===== src/rtl/rc5_pkg.sv =====
// Shared RC5 definitions: magic constants, default table sizes, index widths
// and the key-schedule controller state encoding.
package rc5_pkg;

  localparam logic [31:0] P_W = 32'hB7E15163;
  localparam logic [31:0] Q_W = 32'h9E3779B9;

  localparam int C_WORDS  = 4;
  localparam int T_WORDS  = 26;
  localparam int C_LENGTH = $clog2(C_WORDS);
  localparam int T_LENGTH = $clog2(T_WORDS);

  typedef enum logic [2:0] {
    IDLE,
    LOAD_L,
    INIT_S,
    MIX_RST,
    START_MIX,
    WAIT_MIX,
    READY
  } ks_state_e;

endpackage


===== src/rtl/rc5_s_init_gen.sv =====
// S-table initialiser: emits one registered write per step with
// address i and data P + i*Q (mod 2^W), built incrementally.
module rc5_s_init_gen
  import rc5_pkg::*;
#(
  parameter int             W   = 32,
  parameter int             T   = T_WORDS,
  parameter logic [W-1:0]   P_W = rc5_pkg::P_W,
  parameter logic [W-1:0]   Q_W = rc5_pkg::Q_W
) (
  input  logic                 clk,
  input  logic                 rst,
  input  logic                 iClear,
  input  logic                 iStep,
  output logic                 oWe,
  output logic [$clog2(T)-1:0] oAddr,
  output logic [W-1:0]         oData,
  output logic                 oLast
);

  localparam int AW = $clog2(T);

  logic [AW-1:0] i_q, i_d;
  logic [W-1:0]  acc_q, acc_d;
  logic          we_q, we_d;
  logic [AW-1:0] addr_q, addr_d;
  logic [W-1:0]  data_q, data_d;

  always_comb begin
    i_d    = i_q;
    acc_d  = acc_q;
    we_d   = 1'b0;
    addr_d = addr_q;
    data_d = data_q;
    if (iClear) begin
      i_d   = '0;
      acc_d = P_W;
    end else if (iStep) begin
      we_d   = 1'b1;
      addr_d = i_q;
      data_d = acc_q;
      i_d    = i_q + 1'b1;
      acc_d  = acc_q + Q_W;
    end
  end

  always_ff @(posedge clk or posedge rst) begin
    if (rst) begin
      i_q    <= '0;
      acc_q  <= P_W;
      we_q   <= 1'b0;
      addr_q <= '0;
      data_q <= '0;
    end else begin
      i_q    <= i_d;
      acc_q  <= acc_d;
      we_q   <= we_d;
      addr_q <= addr_d;
      data_q <= data_d;
    end
  end

  assign oWe   = we_q;
  assign oAddr = addr_q;
  assign oData = data_q;
  assign oLast = (i_q == AW'(T - 1));

endmodule


===== src/rtl/rc5_key_sched_ctrl.sv =====
// RC5 key-schedule sequencer: loads L, initialises S, runs the mixer, flags ready.
// Optional mixer watchdog enabled by defining KEYSCHED_WATCHDOG_EN.
module rc5_key_sched_ctrl
  import rc5_pkg::*;
#(
  parameter int           W           = 32,
  parameter int           C           = C_WORDS,
  parameter int           T           = T_WORDS,
  parameter logic [W-1:0] P_W         = rc5_pkg::P_W,
  parameter logic [W-1:0] Q_W         = rc5_pkg::Q_W,
  parameter int           WDOG_CYCLES = 1024
) (
  input  logic                 clk,
  input  logic                 rst,
  input  logic                 iRekey,
  input  logic                 iKeyValid,
  input  logic [W-1:0]         iKeyWord,
  output logic                 oKeyReady,
  output logic                 oL_we,
  output logic [1:0]           oL_address,
  output logic [W-1:0]         oL_data,
  output logic                 oS_we,
  output logic [$clog2(T)-1:0] oS_address,
  output logic [W-1:0]         oS_data,
  output logic                 oMemSel,
  output logic                 oMixRst,
  output logic                 oMixStart,
  input  logic                 iMixDone,
  output logic                 oSchedReady,
  output logic                 oErr
);

  localparam int JW = $clog2(C + 1);

  ks_state_e     state_q, state_d;
  logic [JW-1:0] j_q, j_d;
  logic          key_ready_q, key_ready_d;
  logic          l_we_q, l_we_d;
  logic [1:0]    l_addr_q, l_addr_d;
  logic [W-1:0]  l_data_q, l_data_d;
  logic          mem_sel_q, mem_sel_d;
  logic          mix_rst_q, mix_rst_d;
  logic          mix_start_q, mix_start_d;
  logic          sched_ready_q, sched_ready_d;
  logic          gen_clear, gen_step, gen_last;

`ifdef KEYSCHED_WATCHDOG_EN
  localparam int WDW = (WDOG_CYCLES > 1) ? $clog2(WDOG_CYCLES) : 1;
  logic [WDW-1:0] wdog_q, wdog_d;
  logic           err_q, err_d;
`endif

  rc5_s_init_gen #(
    .W   (W),
    .T   (T),
    .P_W (P_W),
    .Q_W (Q_W)
  ) u_s_init_gen (
    .clk    (clk),
    .rst    (rst),
    .iClear (gen_clear),
    .iStep  (gen_step),
    .oWe    (oS_we),
    .oAddr  (oS_address),
    .oData  (oS_data),
    .oLast  (gen_last)
  );

  // Outputs are registered from the current state, so each pulse shows up
  // one cycle after its state is entered; the last S write lands before oMemSel rises.
  always_comb begin
    state_d       = state_q;
    j_d           = j_q;
    key_ready_d   = key_ready_q;
    l_we_d        = 1'b0;
    l_addr_d      = l_addr_q;
    l_data_d      = l_data_q;
    mem_sel_d     = mem_sel_q;
    mix_rst_d     = 1'b0;
    mix_start_d   = 1'b0;
    sched_ready_d = sched_ready_q;
    gen_clear     = 1'b0;
    gen_step      = 1'b0;
`ifdef KEYSCHED_WATCHDOG_EN
    wdog_d        = wdog_q;
    err_d         = err_q;
`endif
    case (state_q)
      IDLE, READY: begin
        if (iRekey) begin
          state_d       = LOAD_L;
          key_ready_d   = 1'b1;
          j_d           = '0;
          gen_clear     = 1'b1;
          sched_ready_d = 1'b0;
          mem_sel_d     = 1'b0;
`ifdef KEYSCHED_WATCHDOG_EN
          err_d         = 1'b0;
`endif
        end
      end
      LOAD_L: begin
        if (key_ready_q) begin
          if (iKeyValid) begin
            l_we_d   = 1'b1;
            l_addr_d = j_q[1:0];
            l_data_d = iKeyWord;
            j_d      = j_q + 1'b1;
            if (j_q == JW'(C - 1)) key_ready_d = 1'b0;
          end
        end else begin
          state_d = INIT_S;
        end
      end
      INIT_S: begin
        gen_step = 1'b1;
        if (gen_last) state_d = MIX_RST;
      end
      MIX_RST: begin
        mix_rst_d = 1'b1;
        mem_sel_d = 1'b1;
        state_d   = START_MIX;
      end
      START_MIX: begin
        mix_start_d = 1'b1;
        state_d     = WAIT_MIX;
`ifdef KEYSCHED_WATCHDOG_EN
        wdog_d      = '0;
`endif
      end
      WAIT_MIX: begin
        if (iMixDone) begin
          sched_ready_d = 1'b1;
          mem_sel_d     = 1'b0;
          state_d       = READY;
        end
`ifdef KEYSCHED_WATCHDOG_EN
        else if (wdog_q == WDW'(WDOG_CYCLES - 1)) begin
          mem_sel_d = 1'b0;
          err_d     = 1'b1;
          state_d   = IDLE;
        end else begin
          wdog_d = wdog_q + 1'b1;
        end
`endif
      end
      default: state_d = IDLE;
    endcase
  end

  always_ff @(posedge clk or posedge rst) begin
    if (rst) begin
      state_q       <= IDLE;
      j_q           <= '0;
      key_ready_q   <= 1'b0;
      l_we_q        <= 1'b0;
      l_addr_q      <= '0;
      l_data_q      <= '0;
      mem_sel_q     <= 1'b0;
      mix_rst_q     <= 1'b0;
      mix_start_q   <= 1'b0;
      sched_ready_q <= 1'b0;
    end else begin
      state_q       <= state_d;
      j_q           <= j_d;
      key_ready_q   <= key_ready_d;
      l_we_q        <= l_we_d;
      l_addr_q      <= l_addr_d;
      l_data_q      <= l_data_d;
      mem_sel_q     <= mem_sel_d;
      mix_rst_q     <= mix_rst_d;
      mix_start_q   <= mix_start_d;
      sched_ready_q <= sched_ready_d;
    end
  end

`ifdef KEYSCHED_WATCHDOG_EN
  always_ff @(posedge clk or posedge rst) begin
    if (rst) begin
      wdog_q <= '0;
      err_q  <= 1'b0;
    end else begin
      wdog_q <= wdog_d;
      err_q  <= err_d;
    end
  end

  assign oErr = err_q;
`else
  assign oErr = 1'b0;
`endif

  assign oKeyReady   = key_ready_q;
  assign oL_we       = l_we_q;
  assign oL_address  = l_addr_q;
  assign oL_data     = l_data_q;
  assign oMemSel     = mem_sel_q;
  assign oMixRst     = mix_rst_q;
  assign oMixStart   = mix_start_q;
  assign oSchedReady = sched_ready_q;

endmodule


===== config.mk =====
export PLATFORM = sky130hd
export DESIGN_NAME = rc5_key_sched_ctrl
export DESIGN_NICKNAME = d
export VERILOG_FILES = /design/src/rtl/rc5_pkg.sv /design/src/rtl/rc5_s_init_gen.sv /design/src/rtl/rc5_key_sched_ctrl.sv
export SDC_FILE = /design/constraint.sdc
export NUM_CORES = 1
export LEC_CHECK = 0
export BUFFER_PORTS_ARGS = -buffer_cell sky130_fd_sc_hd__buf_4
export CORE_MARGIN = 10
export CORE_UTILIZATION = 40
export CTS_BUF_LIST = sky130_fd_sc_hd__clkbuf_16
export DETAILED_ROUTE_END_ITERATION = 10
export SYNTH_ARGS = -nofsm -noshare
export SYNTH_HDL_FRONTEND = slang
export SYNTH_SLANG_ARGS = --single-unit

===== constraint.sdc =====
create_clock -name clk -period 4.7 [get_ports clk]
set_clock_uncertainty 0.2 [all_clocks]
set_input_delay 0.705 -clock clk [delete_from_list [all_inputs] [get_ports clk]]
set_output_delay 0.705 -clock clk [all_outputs]
set_load 0.05 [all_outputs]

==> out/results.tsv <==
metric	value	unit
placed_area	6440	µm²
nets	761	
ctsHoldBuffers	0	
place.gp.congestion	0.873	
synth.largest_area_cell	dfrtp_1	
netlist_area	5450	µm²
io_buffers	114	
synthFlopType	dfrtp_1	
fin_crit_sh	0.649	
numCtsBuffers	17	
cts.root.buffer_cell	clkbuf_16	
pre_cts_ws	1.60	ns
worstPathRequired	4.77	ns
grt_pass1_wl	23000	µm
design_area	6920	µm²
area_delta_synth_final	27.1	%
syn-num-nets	654	
worstPathArrival	3.12	ns
cts.clk_slew.worst_paths	0.05	ns
setup_violations	0	
n_antenna_cell	0	
clockBufferDepth	2	
synth.ff_latch_count	121	
via_per_inst	5.01	
synth_warnings	0	
relSlewSlack	0.374	
p_seq_frac	0.341	
drt_iter0_drc	286	
clkSinkCount	121	
pwr-share-clk	0.189	
status	finished clean	
worstMarginPinSlew	0.933	ns
max_freq	0.328	GHz
synth_edf_count	0	
netSwitchingPower	2.70	mW
critPathCaptureType	flip-flop	
core	13300	µm²
fin_ws	1.65	ns
ys_async_sr_fraction	1.00	
synth_area_leaders	dfrtp_1 48%, nand2_1 17%, dfstp_2 8.2%, o21ai_0 3.2%, a21oi_1 1.8%	
remaining_drc_errors	0	
stdcell_count	908	
yosysTopAreaCellShare	0.478	
grt_pass1_vias	4730	
overflow	0	
reg2reg_slack	1.65	ns
setup_tns	0	ns
dp.cells	876	
p_sw_frac	0.478	
antenna_left	0	
avgRoutedWirePerCell	15.2	µm
drv_cap	0	
hp-class	in2async	
post-dp-hpwl	9590	µm
post_cts_buffers	0	
die_h	137	µm
wl	13800	µm
max-vdd-ir-drop	514	µV
dieArea	18700	µm²
io_pins	116	
p_leak	3.48	nW
grt_usage	0.154	
cts_resized	0	
synth.avg_cell_area	8.90	µm²
hold_ws	0.0794	ns
netlist_instances	612	
min_period	3.05	ns
start_util	0.410	
layout_common_cells	242 x nand2_1, 120 x buf_4, 104 x dfrtp_1, 35 x o21ai_0, 25 x nor2_1	
synth-seq-area-share	0.560	
drive_above_1_share	0.228	
p_per_area	816	nW/µm²
grt_max_degree	52	
cts_tree	built	
layout_commonest_cell	nand2_1	
die_w	137	µm
finalHoldViolCount	0	
p_comb_frac	0.470	
start_kind	flip-flop	
dr.pass1.iters	4	
crit_type	reg2reg	
vias	4552	
htree_levels	4	
slew_viol_final	0	
rsz0062_at_grt	false	
row_count	42	
synthDistinctLibCells	48	
insertion_delay	0.42	ns
p_int	2.95	mW
worstPathMaxFanout	36	
antenna_found_initial	0	
## sequential cells by signal (all words and copies together) (netlist names), 2 cells and up
register and cells:
oL_data 32, u_s_init_gen.acc_q 32, u_s_init_gen.oData 32, u_s_init_gen.i_q 5
u_s_init_gen.oAddr 5, j_q 3, state_q 3, oL_address 2
## worst max-delay path: stages (launching register included)
cell	delay, ns
dfrtp_1	0.51
nor3b_1	0.24
nand3_1	0.11
buf_4	0.34
clkinv_1	0.84
nor2_1	0.50
o21ai_0	0.16
## through the flow
step / power, mW / utilization
after floorplan: 3.76 / -
after global placement: 4.57 / 0.484
after detailed placement: 4.62 / 0.484
after CTS: 5.72 / 0.521
after global routing: 6.04 / 0.521
final: 5.65 / 0.521
## layout make-up
type	instances	area, µm²
sequential	121	3050
fill	1262	6370
multi-input combinational	449	2230
clock buffer	17	425
clock inverter	15	60.1
tap	176	220
inverter	10	40.0
timing repair buffer	120	901
## layer usage
metal	up-vias	part of all wire	routed length, µm	track usage
li1	2248	-	-	-
met1	2153	0.43	5900	0.180
met2	134	0.45	6160	0.231
met3	17	0.11	1510	0.0839
met4	0	0.014	194	0.0592
met5	-	0	0	0
## Yosys cell counts (all sizes together), types with 6 or more instances
library cell,count
a21oi,21
a31oi,6
buf,11
clkbuf,21
dfrtp,104
dfstp,17
inv,8
mux2i,10
nand2,242
nand3,14
nor2,25
nor3,8
nor4,6
o21ai,35
or3,10
xnor2,8
xor2,6
## power by group through the flow
stage                     sequential, mW  combinational (mW)  clock (mW)
after CTS                           1.93                2.69        1.10
final                               1.93                2.65        1.07
after floorplan                     2.82               0.944           0
after global placement              1.92                2.65           0
after global routing                2.00                2.90        1.15
after detailed placement            1.93                2.69           0
## kinds of logic after synthesis
logic type | share of synthesized area
AND/OR/NAND/NOR | 0.266
flip-flops | 0.560
AO/OA/AOI/OAI | 0.0898
buffers and inverters | 0.0313
XOR/XNOR | 0.0225
multiplexers | 0.0184
adder cells (fa/ha/maj) | 0.0115
other | 0.000689
## final timing paths
| path | start | to | cells past startpoint |
|---|---|---|---|
| setup / recovery | state_q[0]$_DFFE_PP0P_ | j_q[2]$_DFFE_PP0P_ | 6 |
| hold / removal | rst | oL_data[21]$_DFFE_PP0P_ | 2 |
| setup reg to reg | state_q[0]$_DFFE_PP0P_ | j_q[2]$_DFFE_PP0P_ | 6 |
| hold reg to reg | u_s_init_gen.oData[6]$_DFFE_PP0P_ | u_s_init_gen.oData[6]$_DFFE_PP0P_ | 2 |
| max in group asynchronous | rst | u_s_init_gen.acc_q[3]$_DFFE_PP0P_ | 3 |
| min in group clk | u_s_init_gen.oData[6]$_DFFE_PP0P_ | u_s_init_gen.oData[6]$_DFFE_PP0P_ | 2 |
Power figures use the tool's default switching activity.
